===== src/rtl/wb_arb_defs.sv =====
// Shared definitions for the Wishbone round-robin arbiter: FSM encoding,
// Wishbone data/select widths and a constant clog2 helper.
package wb_arb_defs;

  typedef enum logic [1:0] {
    IDLE  = 2'd0,
    BUSY  = 2'd1,
    ERR   = 2'd2,
    DRAIN = 2'd3
  } arb_state_t;

  localparam int DW   = 32;
  localparam int SELW = 4;

  function automatic int clog2(input int value);
    int r;
    r = 0;
    for (int v = value - 1; v > 0; v = v >> 1) r++;
    return r;
  endfunction

endpackage


===== src/rtl/wb_rr_pick.sv =====
// Rotate-priority picker: the first requester after 'last' (modulo NM) wins.
module wb_rr_pick
  import wb_arb_defs::*;
#(
  parameter int NM = 3,
  parameter int IW = 2
) (
  input  logic [NM-1:0] req,
  input  logic [IW-1:0] last,
  output logic [NM-1:0] gnt,
  output logic [IW-1:0] idx,
  output logic          any
);

  int k;

  always_comb begin
    gnt = '0;
    idx = '0;
    any = 1'b0;
    k   = 0;
    // i = NM wraps back to 'last' itself, so it has the lowest priority
    for (int i = 1; i <= NM; i++) begin
      k = (int'(last) + i) % NM;
      if (!any && req[k]) begin
        any    = 1'b1;
        gnt[k] = 1'b1;
        idx    = IW'(k);
      end
    end
  end

endmodule


===== src/rtl/wb_rr_arbiter.sv =====
// Wishbone classic-cycle arbiter: NM masters share one slave port with
// round-robin grant and a bus-timeout watchdog that errors out hung cycles.
module wb_rr_arbiter
  import wb_arb_defs::*;
#(
  parameter int NM      = 3,
  parameter int AW      = 32,
  parameter int TIMEOUT = 1024,
  parameter int TW      = 11
) (
  input  logic                 clk,
  input  logic                 rst,
  input  logic [NM*AW-1:0]     m_adr_i,
  input  logic [NM*DW-1:0]     m_dat_i,
  input  logic [NM*SELW-1:0]   m_sel_i,
  input  logic [NM-1:0]        m_we_i,
  input  logic [NM-1:0]        m_cyc_i,
  input  logic [NM-1:0]        m_stb_i,
  output logic [DW-1:0]        m_dat_o,
  output logic [NM-1:0]        m_ack_o,
  output logic [NM-1:0]        m_err_o,
  output logic [AW-1:0]        s_adr_o,
  output logic [DW-1:0]        s_dat_o,
  output logic [SELW-1:0]      s_sel_o,
  output logic                 s_we_o,
  output logic                 s_cyc_o,
  output logic                 s_stb_o,
  input  logic [DW-1:0]        s_dat_i,
  input  logic                 s_ack_i,
  output logic [NM-1:0]        grant_o,
  output logic                 timeout_o
);

  localparam int IW = clog2(NM);

  arb_state_t      state;
  logic [NM-1:0]   grant;
  logic [IW-1:0]   gidx;
  logic [IW-1:0]   last;
  logic [TW-1:0]   cnt;
  logic [NM-1:0]   err_q;
  logic            timeout_q;

  logic [NM-1:0]   pick_gnt;
  logic [IW-1:0]   pick_idx;
  logic            pick_any;

  logic [AW-1:0]   sel_adr;
  logic [DW-1:0]   sel_dat;
  logic [SELW-1:0] sel_sel;
  logic            sel_we;
  logic            sel_cyc;
  logic            sel_stb;
  logic            busy;

  wb_rr_pick #(
    .NM (NM),
    .IW (IW)
  ) u_pick (
    .req  (m_cyc_i),
    .last (last),
    .gnt  (pick_gnt),
    .idx  (pick_idx),
    .any  (pick_any)
  );

  always_comb begin
    sel_adr = '0;
    sel_dat = '0;
    sel_sel = '0;
    sel_we  = 1'b0;
    sel_cyc = 1'b0;
    sel_stb = 1'b0;
    for (int k = 0; k < NM; k++) begin
      if (gidx == IW'(k)) begin
        sel_adr = m_adr_i[k*AW +: AW];
        sel_dat = m_dat_i[k*DW +: DW];
        sel_sel = m_sel_i[k*SELW +: SELW];
        sel_we  = m_we_i[k];
        sel_cyc = m_cyc_i[k];
        sel_stb = m_stb_i[k];
      end
    end
  end

  // Control strobes reach the slave only in BUSY; ERR/DRAIN/IDLE keep it quiet
  assign busy      = (state == BUSY);
  assign s_adr_o   = sel_adr;
  assign s_dat_o   = sel_dat;
  assign s_sel_o   = sel_sel;
  assign s_we_o    = busy & sel_we;
  assign s_cyc_o   = busy & sel_cyc;
  assign s_stb_o   = busy & sel_stb;
  assign m_ack_o   = (busy && s_ack_i) ? grant : '0;
  assign m_err_o   = err_q;
  assign timeout_o = timeout_q;
  assign grant_o   = grant;
  assign m_dat_o   = s_dat_i;

  always_ff @(posedge clk or negedge rst) begin
    if (!rst) begin
      state     <= IDLE;
      grant     <= '0;
      gidx      <= '0;
      last      <= IW'(NM - 1);
      cnt       <= '0;
      err_q     <= '0;
      timeout_q <= 1'b0;
    end else begin
      err_q     <= '0;
      timeout_q <= 1'b0;
      case (state)
        IDLE: begin
          cnt <= '0;
          if (pick_any) begin
            grant <= pick_gnt;
            gidx  <= pick_idx;
            last  <= pick_idx;
            state <= BUSY;
          end
        end
        BUSY: begin
          if (!sel_cyc) begin
            state <= IDLE;
            grant <= '0;
            cnt   <= '0;
          end else if (TIMEOUT != 0 && s_stb_o && !s_ack_i) begin
            // an ack in the expiry cycle takes the other branch and wins
            if (cnt == TW'(TIMEOUT - 1)) begin
              state     <= ERR;
              err_q     <= grant;
              timeout_q <= 1'b1;
              cnt       <= '0;
            end else begin
              cnt <= cnt + TW'(1);
            end
          end else begin
            cnt <= '0;
          end
        end
        ERR: begin
          state <= DRAIN;
        end
        DRAIN: begin
          if (!sel_cyc) begin
            state <= IDLE;
            grant <= '0;
          end
        end
        default: state <= IDLE;
      endcase
    end
  end

endmodule


===== config.mk =====
export PLATFORM = sky130hd
export DESIGN_NAME = wb_rr_arbiter
export DESIGN_NICKNAME = d
export VERILOG_FILES = /design/src/rtl/wb_arb_defs.sv /design/src/rtl/wb_rr_pick.sv /design/src/rtl/wb_rr_arbiter.sv
export SDC_FILE = /design/constraint.sdc
export NUM_CORES = 1
export LEC_CHECK = 0
export CORE_AREA = 3 3 138 140
export DETAILED_ROUTE_END_ITERATION = 7
export DIE_AREA = 0 0 141 143
export SLEW_MARGIN = 20
export SYNTH_ARGS = -nofsm -noshare
export SYNTH_HDL_FRONTEND = slang
export SYNTH_SLANG_ARGS = --single-unit

===== constraint.sdc =====
create_clock -name clk -period 2.6 [get_ports clk]
set_clock_uncertainty 0.1 [all_clocks]
set_input_delay 0.26 -clock clk [delete_from_list [all_inputs] [get_ports clk]]
set_output_delay 0.26 -clock clk [all_outputs]
set_load 0.03 [all_outputs]

==> run summary <==
run status = complete, no violations
largest net degree at the start of global routing = 69
Largest stage delay, worst path = 0.50 ns
CP endpoint kind = flip-flop
crit path cell chain = inv_1 > ha_1 > and2_1 > a2111oi_4 > a31oi_4 > or4_1 > and3_1
n_diodes = 0
max-slew violation count = 0
Post-synth EDFFs = 0
clk buf depth = 2
final setup margin = 0.163 ns
PD cells = 1030 nW/µm²
routed vias/inst = 4.31
Setup WS pre-CTS = 0.199 ns
Die Ht = 143 µm
DRT antenna net count = 0
port bufs = 296
Leakage = 0.00258 µW
# IOs = 361
post-layout power = 6600 µW
Setup Fix Bufs, Post-CTS = 0
# DRC = 0
dpl hpwl = 12600 µm
post-placement cell area = 6330 µm²
ratio of cells with drive above 1 in the final layout = 0.145
Hold Path Class = input pin to asynchronous set/reset pin
post-route cell area = 6410 µm²
DR iter-0 viols = 99
final hold violations = 0
Critical Path Fanout Max = 10
netlist area before placement = 3120 µm²
Layout area overhead = 105%
via count = 3862
Chip Width = 141 µm
Final Util = 0.357
vias in the first global route = 3730
share of synthesized registers carrying an async set or reset = 1.00
worst path arrival time = 2.48 ns
Gate Count Post-Synth = 418
Yosys reg bits = 23
RSZ-0062 raised after global routing = false
Synth Warn # = 0
first-pass GRT wire length = 22200 µm
final layout net count = 921
Netlist cell types = 50
post-DR wirelength/cell = 17.1 µm
Die Area = 20200 µm²
Slowest-stage cell, CP = dfrtp_4
Worst Tran Pin Value = 0.589 ns
initial antenna violation count = 0
area occupied by multi-input gates = 2170 µm²
Hold-fix buffers, CTS = 0
min Tclk post-route = 2.44 ns
Tcrit/Tclk final = 0.937
syn_area_per_cell = 7.46 µm²
# fillers = 1878
post-cts resize count = 0
row count = 49
TritonCTS clock tree = yes
Slew HR = 0.603
Sink Count = 23
Worst setup SP type = flip-flop
Max Cap Viol = 0
Main synth FF type = dfrtp_1
grt total ovfl = 0
Peak Freq = 0.410 GHz
FF/Latch Area = 582 µm²
Routed WL = 15300 µm
Clk pin slew, worst setup/hold paths = 0.06 ns
syn nets = 671
root buf cell = clkbuf_16
sequential area share after synthesis = 0.185
Setup CP Type = flip-flop to flip-flop
effective utilization at floorplan = 0.174
setup TNS = 0 ns
drt first pass iters = 4
Worst-Skew Late Latency = 0.26 ns
Placer Congestion = 0.806
Core Region = 18000 µm²
Req. time, crit path = 2.64 ns
total global-route track usage = 0.137
final setup fails = 0
clock buffer count from CTS = 3
htree depth = 1
Peak VDD IR = 0.529 mV
-- worst max-delay path, delay by kind of cell (launching register included) --
kind | cells | cell delay [ns]
flip-flops | 1 | 0.50
buffers and inverters | 1 | 0.09
AND/OR/NAND/NOR | 3 | 0.87
AO/OA/AOI/OAI | 2 | 0.48
adder cells (fa/ha/maj) | 1 | 0.28
-- kinds of logic (layout without fill, tap and decap cells) --
group,count (synthesis),in the layout,synth area share
adders and majority gates,5,5,0.0201
AOI/OAI and AO/OA,101,101,0.202
buffers and inverters,64,313,0.120
xor gates and xnor gates,3,3,0.00843
DFF,23,23,0.185
muxes,78,78,0.251
and+or+nand+nor,144,144,0.213
-- sequential cells by signal, summed over array words and instances, names as in the netlist, named ones only --
name / cells
cnt: 11
gidx: 2
grant_o: 3
last: 1
m_err_o: 3
state: 1
timeout_o: 1
-- worst paths after layout --
check	from	end	slack, ns	cells after the start
setup / recovery	gidx[0]	state[0]	0.16	7
hold / removal	rst	cnt[1]	0.27	2
setup reg to reg	gidx[0]	state[0]	0.16	7
hold reg to reg	cnt[10]	cnt[10]	0.41	1
max in group asynchronous	rst	last[1]	1.84	2
min in group clk	cnt[10]	cnt[10]	0.41	1
-- per-layer routing --
layer	up-vias	share of wire	wire length [µm]	GRT usage
met5	-	0	0	0
met4	0	0.0019	29	0.00969
met3	6	0.091	1390	0.0348
met2	187	0.48	7410	0.229
met1	1738	0.42	6470	0.188
li1	1931	-	-	-
-- cell usage in the layout, fill, tap and decap left out, types with 5 or more instances in the layout --
cell type / count
and3_1: 5
buf_12: 34
ha_1: 5
nor2_1: 16
o21ai_0: 19
mux2i_1: 77
clkdlybuf4s50_1: 225
nand2_1: 86
o21ai_1: 54
dfrtp_1: 20
nor2b_1: 6
nand3_1: 5
o21a_1: 7
buf_4: 46
-- Yosys cell counts (all sizes together) (2+ instances only) --
cell / count / area (µm²)
a21o: 2 / 15.0
a21oi: 3 / 18.8
a221o: 2 / 20.0
a2bb2oi: 3 / 32.5
and2: 4 / 25.0
and3: 5 / 31.3
buf: 43 / 297
clkbuf: 17 / 63.8
dfrtp: 22 / 551
ha: 5 / 62.6
inv: 4 / 15.0
mux2i: 77 / 771
nand2: 86 / 323
nand2b: 4 / 25.0
nand3: 5 / 25.0
nor2: 17 / 66.3
nor2b: 6 / 37.5
nor3: 4 / 20.0
nor3b: 2 / 15.0
o21a: 7 / 52.6
o21ai: 73 / 365
o32a: 2 / 20.0
or4: 3 / 30.0
xor2: 2 / 17.5
-- through the flow --
stage | cells | hold slack, ns
floorplan | 418 | -0.136
global placement | 892 | 0.393
detailed placement | 892 | 0.402
CTS | 896 | 0.289
global route | 896 | 0.307
finish | 896 | 0.266
-- layout make-up --
class,instances,area share
clock buffers,3,0.0117
well taps,229,0.0447
repair buffers,305,0.511
clock inverters,1,0.000781
inverters,4,0.00234
flip-flops and latches,23,0.0908
multi-input cells,331,0.338
-- power by group --
part / internal [µW] / switching [µW] / total (µW)
clock: 207 / 123 / 329
sequential: 421 / 98.7 / 520
combinational: 2590 / 3170 / 5750
total: 3210 / 3390 / 6600
Note: power is estimated with default switching activity, not from simulation.
